## src/rtl/divider_pkg.sv

```systemverilog
// Shared constants and helpers for the restoring divider family.
package divider_pkg;
  localparam logic [1:0] IDLE   = 2'd0;
  localparam logic [1:0] RUN    = 2'd1;
  localparam logic [1:0] FINISH = 2'd2;

  // Bits needed to hold values 0..v-1; callers pass WIDTH+1 to size the iteration counter
  function automatic int clog2(input int v);
    int n;
    n = 0;
    while ((1 << n) < v) n++;
    return (n < 1) ? 1 : n;
  endfunction
endpackage

```

## src/rtl/trial_sub.sv

```systemverilog
// Ripple subtract X - Y built as an adder with inverted Y and carry-in 1.
// Cout=1 means no borrow, i.e. X >= Y.
module trial_sub #(
  parameter int W = 5
) (
  input  logic [W-1:0] X,
  input  logic [W-1:0] Y,
  output logic [W-1:0] D,
  output logic         Cout
);
  logic [W-1:0] w_yn;
  logic [W:0]   w_c;

  assign w_yn   = ~Y;
  assign w_c[0] = 1'b1;

  for (genvar i = 0; i < W; i++) begin : g_fa
    assign D[i]     = X[i] ^ w_yn[i] ^ w_c[i];
    assign w_c[i+1] = (X[i] & w_yn[i]) | (w_c[i] & (X[i] ^ w_yn[i]));
  end

  assign Cout = w_c[W];
endmodule

```

## src/rtl/restoring_divider_4.sv

```systemverilog
// Multi-cycle unsigned restoring divider: one quotient bit per clock.
module restoring_divider_4
  import divider_pkg::*;
#(
  parameter int WIDTH = 4
) (
  input  logic             clk,
  input  logic             rst,
  input  logic             start,
  input  logic [WIDTH-1:0] A,
  input  logic [WIDTH-1:0] B,
  output logic             busy,
  output logic             done,
  output logic [WIDTH-1:0] Q,
  output logic [WIDTH-1:0] R,
  output logic             div_by_zero
);
  localparam int CNT_W = clog2(WIDTH + 1);

  logic [1:0]       r_state, w_state_nx;
  logic [WIDTH-1:0] r_dvd;   // dividend shifts out MSB-first, quotient bits fill from the LSB
  logic [WIDTH-1:0] r_div;
  logic [WIDTH:0]   r_rem;
  logic [CNT_W-1:0] r_cnt;
  logic [WIDTH-1:0] r_q, r_r;
  logic             r_dbz;

  logic [WIDTH:0]   w_rem_sh, w_diff, w_rem_nx;
  logic [WIDTH-1:0] w_dvd_nx;
  logic             w_cout, w_last, w_accept;

  assign w_rem_sh = {r_rem[WIDTH-1:0], r_dvd[WIDTH-1]};

  trial_sub #(.W(WIDTH + 1)) u_trial (
    .X    (w_rem_sh),
    .Y    ({1'b0, r_div}),
    .D    (w_diff),
    .Cout (w_cout)
  );

  assign w_rem_nx = w_cout ? w_diff : w_rem_sh;
  assign w_dvd_nx = {r_dvd[WIDTH-2:0], w_cout};
  assign w_last   = (r_cnt == CNT_W'(WIDTH - 1));
  assign w_accept = (r_state == IDLE) && start;

  // State register
  always_ff @(posedge clk) begin
    if (rst) r_state <= IDLE;
    else     r_state <= w_state_nx;
  end

  // Next-state logic
  always_comb begin
    w_state_nx = r_state;
    case (r_state)
      IDLE:    if (start) w_state_nx = (B == '0) ? FINISH : RUN;
      RUN:     if (w_last) w_state_nx = FINISH;
      FINISH:  w_state_nx = IDLE;
      default: w_state_nx = IDLE;
    endcase
  end

  // Outputs decoded from state
  always_comb begin
    busy = (r_state == RUN);
    done = (r_state == FINISH);
  end

  // Datapath: operand capture, iteration, result load
  always_ff @(posedge clk) begin
    if (rst) begin
      r_dvd <= '0;
      r_div <= '0;
      r_rem <= '0;
      r_cnt <= '0;
      r_q   <= '0;
      r_r   <= '0;
      r_dbz <= 1'b0;
    end else if (w_accept) begin
      r_rem <= '0;
      r_cnt <= '0;
      if (B == '0) begin
        // No iterations needed; result is defined directly
        r_q   <= '1;
        r_r   <= A;
        r_dbz <= 1'b1;
      end else begin
        r_dvd <= A;
        r_div <= B;
        r_q   <= '0;
        r_r   <= '0;
        r_dbz <= 1'b0;
      end
    end else if (r_state == RUN) begin
      r_rem <= w_rem_nx;
      r_dvd <= w_dvd_nx;
      r_cnt <= r_cnt + 1'b1;
      if (w_last) begin
        r_q <= w_dvd_nx;
        r_r <= w_rem_nx[WIDTH-1:0];
      end
    end
  end

  assign Q           = r_q;
  assign R           = r_r;
  assign div_by_zero = r_dbz;
endmodule
```

## config.mk

```make
export PLATFORM = sky130hd
export DESIGN_NAME = restoring_divider_4
export DESIGN_NICKNAME = d
export VERILOG_FILES = /design/src/rtl/divider_pkg.sv /design/src/rtl/trial_sub.sv /design/src/rtl/restoring_divider_4.sv
export SDC_FILE = /design/constraint.sdc
export NUM_CORES = 1
export LEC_CHECK = 0
export CORE_MARGIN = 8
export CORE_UTILIZATION = 50
export DETAILED_ROUTE_END_ITERATION = 10
export MAX_ROUTING_LAYER = met4
export PLACE_DENSITY = 0.75
export SYNTH_ARGS = -nofsm -noshare
export SYNTH_HDL_FRONTEND = slang
export SYNTH_SLANG_ARGS = --single-unit
```

## constraint.sdc

```tcl
create_clock -name clk -period 6.75 [get_ports clk]
set_input_delay 1.0125 -clock clk [delete_from_list [all_inputs] [get_ports clk]]
set_output_delay 1.0125 -clock clk [all_outputs]
set_load 0.005 [all_outputs]
```

==> impl_summary.log, run 1 <==
INFO  metric io_pins = 22
INFO  metric synth.cell_area = 0.00138 mm²
INFO  metric synth_enable_flop_cells = 0
INFO  metric max-vdd-ir-drop = 0.133 mV
INFO  metric synthesis.nets = 171
INFO  metric slowest_cell_on_crit_path = sky130_fd_sc_hd__dfxtp_1
INFO  metric cts-buffers-inserted = 3
INFO  metric fp.dieH = 68.4 µm
INFO  metric startpoint_type = flop
INFO  metric syn_inst = 154
INFO  metric critical_path.top_delay_family = buffers and inverters
INFO  metric clock_sinks = 26
INFO  metric timing.critical_path.slowest_cell_delay = 0.55 ns
INFO  metric route.vias.total = 1191
INFO  metric yosys.area.top_type = sky130_fd_sc_hd__dfxtp_1
INFO  metric finalPower = 0.316 mW
INFO  metric cts_tree = done
INFO  metric routabilityCongestion = 0.865
INFO  metric status = complete, no violations
INFO  metric postSynth.topFlopCell = sky130_fd_sc_hd__dfxtp_1
INFO  metric grt_remaining_overflow = 0
INFO  metric post_synth.cell_area_avg = just under 9 µm²
INFO  metric fin_ws = about 3.7 ns
INFO  metric cts.clk_slew.worst_paths = 0.13 ns
INFO  metric vias_per_cell = 6.05
INFO  metric clk-insertion-delay-late = 0.31 ns
INFO  metric vias_in_the_first_global_route = 1102
INFO  metric final.setup_skew = 0.00283 ns
INFO  metric synth_unique_cells = 39
INFO  metric netlist.area_leader.share = 0.379
INFO  metric number_of_pins_exceeding_their_max_slew_limit_in_the_final_report = 0
INFO  metric power.density = 202 mW/mm²
INFO  metric postCtsSetupRepairBufs = 0
INFO  metric antenna_found_initial = 0
INFO  metric route.detailed.drc = 0
INFO  metric cts_hold_buf = 0
INFO  metric antenna_cells_inserted = 0
INFO  metric cell_by_cell_listing_of_the_critical_path = nand2b_1 -> inv_2 -> clkdlybuf4s50_1
INFO  metric grt_pass1_wl = 5020 µm
INFO  metric core_region_area = 0.00269 mm²
INFO  metric critPathCaptureType = output pin
INFO  metric yosys-top-cells-count = sky130_fd_sc_hd__dfxtp_1 (26), sky130_fd_sc_hd__nand2_1 (16), sky130_fd_sc_hd__a21oi_1 (12), sky130_fd_sc_hd__inv_1 (11)
INFO  metric detailedPlace.worstSlack = between 3 and 4 ns
INFO  metric final_cycle_share = 0.448
INFO  metric die_area = 0.00468 mm²
INFO  metric routedWlPerCell = 15.4 µm
INFO  metric path_max_fanout = 14
INFO  metric synth_area_leaders = sky130_fd_sc_hd__dfxtp_1 (38%), sky130_fd_sc_hd__a311oi_1 (4.5%), sky130_fd_sc_hd__a21oi_1 (4.4%), sky130_fd_sc_hd__fa_1 (4.4%), sky130_fd_sc_hd__nand2_1 (4.4%)
INFO  metric ys_seq_area_frac = 0.379
INFO  metric drt-initial-drc-count = 47
INFO  metric numPortBuffers = 21
INFO  metric ys.warnings.count = 0
INFO  metric worst_ep_arrival_time = 2.01 ns
INFO  metric setup-tns-final = 0 ns
INFO  metric grt_max_degree = 22
INFO  metric place_hpwl = 2250 µm
INFO  metric htree_levels = 1
INFO  metric number_of_nets_in_the_final_layout = 185
INFO  metric cts_root_buf = sky130_fd_sc_hd__clkbuf_4
INFO  metric cts-root-to-sink-buffers = 2
INFO  metric synthArstFlopShare = 0
INFO  metric die_w = 68.4 µm
INFO  metric cap_violations = 0
INFO  metric most_frequent_cell_after_synthesis = sky130_fd_sc_hd__dfxtp_1
INFO  metric initial_core_util = 0.512
INFO  metric fmax = 0.331 GHz
INFO  metric layout-drive-gt1-share = 0.0663
INFO  metric finalWorstPathRequiredPeriod = about 3 ns
INFO  metric fillers = 246
INFO  metric core.rowCount = 19
INFO  metric grt_util_all_layers = 0.140
INFO  metric rr_startpoint = r_dvd[3]
INFO  metric report.final.hold_viol_count = 0
INFO  metric setup-violations-final = 0
INFO  metric max_slew_margin = 0.460
INFO  metric worst-setup-path-type = reg -> out
INFO  metric grt_setup_unrepaired = false
INFO  metric holdCritPathClass = reg -> reg
INFO  metric leakage = 0.525 nW
INFO  metric ys_seq_elements = 26
INFO  metric area_growth_synth_to_finish = 13.4%
INFO  metric timing.critical_path.from = r_state[0]
INFO  metric worstPathBufferInverterCount = 2
INFO  metric finish.utilization = 0.580
INFO  metric ant_nets = 0
INFO  metric worstHoldStart = div_by_zero
INFO  metric post_cts_resized = 0
INFO  metric wl = ~3000 µm
INFO  metric crit_required = 5.74 ns
INFO  metric firstDrtPassIters = 4
INFO  metric slew_at_the_pin_closest_to_its_max_slew_limit = 0.807 ns
-- routing by layer --
| layer | global-route usage | wire [µm] | vias to the layer above |
|---|---|---|---|
| li1 | - | - | 583 |
| met2 | 0.208 | 1400 | 37 |
| met1 | 0.192 | 1440 | 571 |
| met5 | - | 0 | - |
| met3 | 0.0245 | 187 | 0 |
| met4 | 0.0281 | 0 | 0 |
-- area by class of cell --
class | count | area, µm² | area share
multi-input combinational | 104 | 722 | 0.463
sequential | 26 | 520 | 0.334
timing repair buffer | 21 | 210 | 0.135
inverter | 12 | 45.0 | 0.0289
tap | 31 | 38.8 | 0.0249
clock buffer | 3 | 22.5 | 0.0144
-- metrics by stage --
| step | cells | hold slack (ns) | area (µm²) |
|---|---|---|---|
| floorplan | 154 | 0.438 | 1380 |
| global placement | 194 | 0.452 | 1540 |
| global route | 197 | 0.503 | 1560 |
| CTS | 197 | 0.475 | 1560 |
| detailed placement | 194 | 0.456 | 1540 |
| finish | 197 | 0.472 | 1560 |
-- state kept, by name (all words and copies together) (netlist names) --
signal	count
r_cnt	3
div_by_zero	1
r_div	4
Q	4
r_state	2
r_dvd	4
R	4
r_rem	4
-- tightest hold or removal path, delay by kind of cell, from the launching register on --
kind            cells  cell delay [ns]
flops               1             0.33
simple gates        1             0.05
compound gates      1             0.05
-- cells by family after synthesis --
logic type / after synthesis / synth area share
compound gates: 52 / 0.256
mux: 2 / 0.0155
xor+xnor: 1 / 0.00637
fa+ha+maj: 6 / 0.0710
flops: 26 / 0.379
buf+inv: 24 / 0.0964
simple gates: 43 / 0.177
-- placed cells by master (no fill, tap or decap) --
cell type / netlist / routed
sky130_fd_sc_hd__dfxtp_1: 26 / 26
sky130_fd_sc_hd__clkdlybuf4s50_1: 0 / 21
sky130_fd_sc_hd__nand2_1: 16 / 16
sky130_fd_sc_hd__a21oi_1: 12 / 12
sky130_fd_sc_hd__inv_1: 11 / 11
sky130_fd_sc_hd__nor2_1: 7 / 7
sky130_fd_sc_hd__o21ai_0: 7 / 7
sky130_fd_sc_hd__a311oi_1: 7 / 7
sky130_fd_sc_hd__nand3_1: 6 / 6
sky130_fd_sc_hd__a211oi_1: 5 / 5
sky130_fd_sc_hd__o21ai_1: 4 / 4
sky130_fd_sc_hd__a31oi_1: 4 / 4
sky130_fd_sc_hd__o311ai_0: 4 / 4
sky130_fd_sc_hd__nor3_1: 4 / 4
sky130_fd_sc_hd__fa_1: 3 / 3
sky130_fd_sc_hd__ha_1: 3 / 3
sky130_fd_sc_hd__clkbuf_4: 0 / 3
sky130_fd_sc_hd__o32ai_1: 2 / 2
sky130_fd_sc_hd__nor3b_1: 2 / 2
sky130_fd_sc_hd__o21a_1: 2 / 2
sky130_fd_sc_hd__nand2b_1: 1 / 1
sky130_fd_sc_hd__inv_2: 1 / 1
sky130_fd_sc_hd__nor3b_4: 1 / 1
sky130_fd_sc_hd__or3b_1: 1 / 1
sky130_fd_sc_hd__nor4_4: 1 / 1
sky130_fd_sc_hd__mux2i_1: 1 / 1
sky130_fd_sc_hd__a21o_1: 1 / 1
sky130_fd_sc_hd__mux2_2: 1 / 1
sky130_fd_sc_hd__o211ai_2: 1 / 1
sky130_fd_sc_hd__o21ai_2: 1 / 1
sky130_fd_sc_hd__or4_4: 1 / 1
sky130_fd_sc_hd__a2bb2oi_1: 1 / 1
sky130_fd_sc_hd__or2b_4: 1 / 1
sky130_fd_sc_hd__nand4_1: 1 / 1
sky130_fd_sc_hd__and2b_1: 1 / 1
sky130_fd_sc_hd__a22oi_1: 1 / 1
sky130_fd_sc_hd__xnor2_1: 1 / 1
-- worst paths after layout --
check | to | slack, ns | cells after the start
setup / recovery | busy | 3.73 | 3
hold / removal | div_by_zero | 0.47 | 2
setup reg to reg | R[2] | 4.15 | 11
hold reg to reg | div_by_zero | 0.47 | 2
-- where the power goes --
| part | internal (mW) | total [mW] | switching, mW |
|---|---|---|---|
| clock | 0.0209 | 0.0654 | 0.0445 |
| combinational | 0.0355 | 0.0764 | 0.0408 |
| sequential | 0.164 | 0.174 | 0.00944 |
Power figures use the tool's default switching activity.
==> inputs of run 2 (changes only) <==
- clock period: 6.75 -> 2.9 ns (I/O delays scaled with it)
==> impl_summary.log, run 2 (synthesis gave the netlist of run 1 again) <==
INFO  metric status = complete, no violations
INFO  metric worst-setup-path-type = reg -> reg
INFO  metric setup-tns-final = 0 ns
INFO  metric grtUsageMet1 = 0.177
INFO  metric cts_tree = done
INFO  metric crit_required = 3.14 ns
INFO  metric cts.clk_slew.worst_paths = 0.13 ns
INFO  metric routabilityCongestion = 0.836
INFO  metric cts_hold_buf = 0
INFO  metric report.final.hold_viol_count = 0
INFO  metric instance_count_on_the_critical_path = 11
INFO  metric worstPathBufferInverterCount = 4
INFO  metric holdCritPathClass = reg -> reg
INFO  metric leakage = 0.535 nW
INFO  metric worstHoldStart = div_by_zero
INFO  metric vias_in_the_first_global_route = 1097
INFO  metric vias_per_cell = 6.02
INFO  metric final.setup_skew = about 0.0036 ns
INFO  metric cts_root_buf = sky130_fd_sc_hd__clkbuf_4
INFO  metric cap_violations = 0
INFO  metric htree_levels = 1
INFO  metric cts-root-to-sink-buffers = 2
INFO  metric route.vias.total = 1197
INFO  metric grt_pass1_wl = ~5000 µm
INFO  metric globalRouteMet3Util = 0.0311
INFO  metric rr_startpoint = r_dvd[3]
INFO  metric postCtsSetupRepairBufs = 0
INFO  metric routedWlPerCell = 15.0 µm
INFO  metric place_hpwl = 2260 µm
INFO  metric timing.critical_path.slowest_cell_delay = 0.51 ns
INFO  metric number_of_pins_exceeding_their_max_slew_limit_in_the_final_report = 0
INFO  metric grt_setup_unrepaired = false
INFO  metric numPortBuffers = 21
INFO  metric fillers = 260
INFO  metric area_growth_synth_to_finish = 14.5%
INFO  metric ant_nets = 0
INFO  metric grt_remaining_overflow = 0
INFO  metric cell_area_placed = around 0.0016 mm²
INFO  metric core_region_area = 0.00269 mm²
INFO  metric worst_ep_arrival_time = ~2.8 ns
INFO  metric antenna_found_initial = 0
INFO  metric slew_at_the_pin_closest_to_its_max_slew_limit = 0.601 ns
INFO  metric finalWorstPathRequiredPeriod = 2.57 ns
INFO  metric mostFrequentLayoutCells = sky130_fd_sc_hd__dfxtp_1 (26), sky130_fd_sc_hd__clkdlybuf4s50_1 (21), sky130_fd_sc_hd__nand2_1 (16), sky130_fd_sc_hd__a21oi_1 (12), sky130_fd_sc_hd__inv_1 (11)
INFO  metric slowest_cell_on_crit_path = sky130_fd_sc_hd__fa_1
INFO  metric max-vdd-ir-drop = 0.308 mV
INFO  metric timing.critical_path.from = r_dvd[3]
INFO  metric fmax = 0.389 GHz
INFO  metric clock_sinks = 26
INFO  metric grt_util_met2 = 0.221
INFO  metric critical_path.top_delay_family = adder cells
INFO  metric number_of_nets_in_the_final_layout = 187
INFO  metric initial_core_util = 0.512
INFO  metric route.detailed.drc = 0
INFO  metric clk-insertion-delay-late = approximately 0.32 ns
INFO  metric startpoint_type = flop
INFO  metric power.density = 464 mW/mm²
INFO  metric cell_by_cell_listing_of_the_critical_path = inv_1 -> ha_1 -> inv_1 -> fa_1 -> inv_1 -> fa_1 -> inv_1 -> fa_1 -> o21ai_0 -> o311ai_0 -> a311oi_1
INFO  metric grt_max_degree = 18
INFO  metric most_common_library_cell_in_the_layout_ignoring_fill_and_taps = sky130_fd_sc_hd__dfxtp_1
INFO  metric fp.dieH = between 60 and 70 µm
INFO  metric path_max_fanout = 11
INFO  metric final_cycle_share = 0.887
INFO  metric globalRoute.busiestLayer = met2
INFO  metric wl = roughly 3000 µm
INFO  metric cts-buffers-inserted = 3
INFO  metric firstDrtPassIters = 4
INFO  metric core.rowCount = 19
INFO  metric drt-initial-drc-count = 67
INFO  metric post_cts_resized = 0
INFO  metric grt_util_all_layers = 0.140
INFO  metric max_slew_margin = 0.599
INFO  metric antenna_cells_inserted = 0
INFO  metric setup-violations-final = 0
INFO  metric rr_worst_depth = 11
INFO  metric layout-drive-gt1-share = 0.0774
INFO  metric timing.hold.worst_path_depth = 2
INFO  metric die_w = 68.4 µm
INFO  metric io_pins = 22
INFO  metric critPathCaptureType = flop
INFO  metric final_cell_area = 0.00157 mm²
INFO  metric cpMostUsedCell = sky130_fd_sc_hd__inv_1
INFO  metric die_area = 0.00468 mm²
-- run 2: layout make-up --
class                           instances  area, µm²  share of cell area
Multi-Input combinational cell        104        722               0.459
Sequential cell                        26        520               0.331
Timing Repair Buffer                   23        225               0.143
Inverter                               12       45.0              0.0286
Tap cell                               31       38.8              0.0246
Clock buffer                            3       22.5              0.0143
-- run 2: worst min-delay path: cells and delay by family (launching register included) --
family | cells | cell delay (ns)
AOI/OAI and AO/OA | 1 | 0.05
and+or+nand+nor | 1 | 0.05
DFF | 1 | 0.33
-- run 2: metal layers --
layer	share of wire	vias to the layer above
li1	-	588
met1	0.45	567
met2	0.47	38
met3	0.063	4
met4	0.013	0
met5	0	-
-- run 2: final timing paths --
kind	endpoint	slack [ns]
max reg2reg	R[0]	0.33
min reg2reg	div_by_zero	0.47
max	R[0]	0.33
min	div_by_zero	0.47
-- run 2: report_power, final --
group          internal, mW  switching (mW)
sequential            0.383          0.0222
combinational        0.0842          0.0941
clock                0.0487          0.0988
-- run 2: metrics by stage --
stage                     hold WS [ns]  cells  total power, mW   util  setup slack [ns]
after floorplan                  0.438    154            0.535      -             0.593
after global placement           0.450    196            0.584  0.578             0.468
after detailed placement         0.457    196            0.590  0.578             0.338
after CTS                        0.477    199            0.739  0.586             0.305
after global routing             0.506    199            0.777  0.586             0.154
final                            0.471    199            0.731  0.586             0.327
==> inputs of run 3 (changes only) <==
- clock period: 2.9 -> 2.5 ns (I/O delays scaled with it)
==> impl_summary.log, run 3 (synthesis gave the netlist of run 1 again) <==
INFO  metric status = complete, no violations
INFO  metric drt-initial-drc-count = between 50 and 60
INFO  metric number_of_nets_in_the_final_layout = 191
INFO  metric wl = approximately 3300 µm
INFO  metric sequential_cell_area = 520 µm²
INFO  metric routedWlPerCell = 16.0 µm
INFO  metric max-vdd-ir-drop = about 0.45 mV
INFO  metric die_area = about 0.0047 mm²
INFO  metric leakage = 0.573 nW
INFO  metric worst-setup-path-type = reg -> reg
INFO  metric cts.clk_slew.worst_paths = approximately 0.14 ns
INFO  metric report.final.hold_viol_count = 0
INFO  metric grt_remaining_overflow = 0
INFO  metric die_w = 68.4 µm
INFO  metric crit_required = 2.70 ns
INFO  metric power.density = around 600 mW/mm²
INFO  metric finalPower = 0.993 mW
INFO  metric startpoint_type = flop
INFO  metric place_hpwl = 2380 µm
INFO  metric core.rowCount = 19
INFO  metric cts-buffers-inserted = 3
INFO  metric cell_area_placed = between 0.0015 and 0.002 mm²
INFO  metric cts_root_buf = sky130_fd_sc_hd__clkbuf_4
INFO  metric layoutNonFillerInstCount = between 200 and 250
INFO  metric grt_max_degree = 17
INFO  metric route.detailed.drc = 0
INFO  metric finish.utilization = 0.613
INFO  metric mostFrequentLayoutCells = sky130_fd_sc_hd__dfxtp_1 (26), sky130_fd_sc_hd__clkdlybuf4s50_1 (21), sky130_fd_sc_hd__nand2_1 (16), sky130_fd_sc_hd__a21oi_1 (12), sky130_fd_sc_hd__inv_1 (11)
INFO  metric multiInputGateArea = 738 µm²
INFO  metric globalRoute.busiestLayer = met2
INFO  metric grt_pass1_wl = a little over 5000 µm
INFO  metric ant_nets = 0
INFO  metric number_of_pins_exceeding_their_max_slew_limit_in_the_final_report = 0
INFO  metric path_max_fanout = 7
INFO  metric max_slew_margin = 0.579
INFO  metric firstDrtPassIters = 4
INFO  metric vias_in_the_first_global_route = 1163
INFO  metric setup-tns-final = 0 ns
INFO  metric worst_ep_arrival_time = 2.60 ns
INFO  metric layout-drive-gt1-share = 0.127
INFO  metric final_cycle_share = 0.959
INFO  metric routabilityCongestion = ~0.85
INFO  metric globalRouteMet3Util = 0.0213
INFO  metric fin_ws = 0.102 ns
INFO  metric final_cell_area = ~0.0016 mm²
INFO  metric final.setup_skew = roughly 0.0029 ns
INFO  metric detailedPlace.worstSlack = -0.0377 ns
INFO  metric initial_core_util = 0.512
INFO  metric cts_tree = done
INFO  metric most_common_library_cell_in_the_layout_ignoring_fill_and_taps = sky130_fd_sc_hd__dfxtp_1
INFO  metric fillers = 250
INFO  metric holdCritPathClass = reg -> reg
INFO  metric area_growth_synth_to_finish = 19.8%
INFO  metric clock_sinks = 26
INFO  metric numPortBuffers = 21
INFO  metric antenna_cells_inserted = 0
INFO  metric fmax = 0.417 GHz
INFO  metric fp.dieH = 68.4 µm
INFO  metric critPathCaptureType = flop
INFO  metric cts-root-to-sink-buffers = 2
INFO  metric core_region_area = 0.00269 mm²
INFO  metric route.vias.total = 1245
INFO  metric slew_at_the_pin_closest_to_its_max_slew_limit = between 0.6 and 0.7 ns
INFO  metric vias_per_cell = 6.10
INFO  metric clk-insertion-delay-late = between 0.3 and 0.4 ns
INFO  metric hold-worst-slack = ~0.47 ns
INFO  metric grtUsageMet1 = 0.189
INFO  metric finalWorstPathRequiredPeriod = 2.40 ns
INFO  metric htree_levels = 1
INFO  metric cap_violations = 0
INFO  metric grt_util_all_layers = 0.144
INFO  metric grt_util_met2 = 0.220
INFO  metric grt_setup_unrepaired = true
INFO  metric placed_cells_incl_taps = between 150 and 200
INFO  metric setup-violations-final = 0
INFO  metric antenna_found_initial = 0
INFO  metric io_pins = 22
## run 3: cell types whose count changed in the layout (fill, tap and decap cells not counted), sizes merged
cell / change
clkbuf: +1
buf: +3
bufinv: +1
## run 3: path summary, 6_finish.rpt
check	startpoint	slack [ns]	endpoint	cells past startpoint
max	r_dvd[3]	0.10	R[0]	11
min	div_by_zero	0.47	div_by_zero	2
max reg2reg	r_dvd[3]	0.10	R[0]	11
min reg2reg	div_by_zero	0.47	div_by_zero	2
## run 3: power by group
part	switching, mW	leakage, nW	internal (mW)
combinational	0.120	0.332	0.110
clock	0.129	0.0279	0.162
sequential	0.0275	0.213	0.444
total	0.276	0.573	0.717
## run 3: layout make-up
type / count / area share
clock buffer: 3 / 0.0137
timing repair buffer: 27 / 0.153
tap: 31 / 0.0235
multi-input combinational: 104 / 0.448
sequential: 26 / 0.316
clock inverter: 1 / 0.0182
inverter: 12 / 0.0273
## run 3: metal layers
layer  wire, µm  vias up
li1           -      600
met1       1510      603
met2       1560       36
met3        152        6
met4         41        0
met5          0        -
## run 3: what timing repair did
action,4_1_cts,5_1_grt
hold buffers,0,0
setup buffers,0,1
setup endpoints to repair,4,4
resized for setup,1,7
## run 3: worst max-delay path: stages (launching register included)
cell and delay [ns]:
sky130_fd_sc_hd__dfxtp_1 0.36, sky130_fd_sc_hd__inv_1 0.06, sky130_fd_sc_hd__ha_1 0.14, sky130_fd_sc_hd__inv_1 0.05, sky130_fd_sc_hd__fa_1 0.35, sky130_fd_sc_hd__inv_1 0.08, sky130_fd_sc_hd__fa_1 0.17, sky130_fd_sc_hd__inv_1 0.06
sky130_fd_sc_hd__fa_2 0.42, sky130_fd_sc_hd__clkbuf_2 0.18, sky130_fd_sc_hd__o311ai_0 0.28, sky130_fd_sc_hd__a311oi_1 0.14
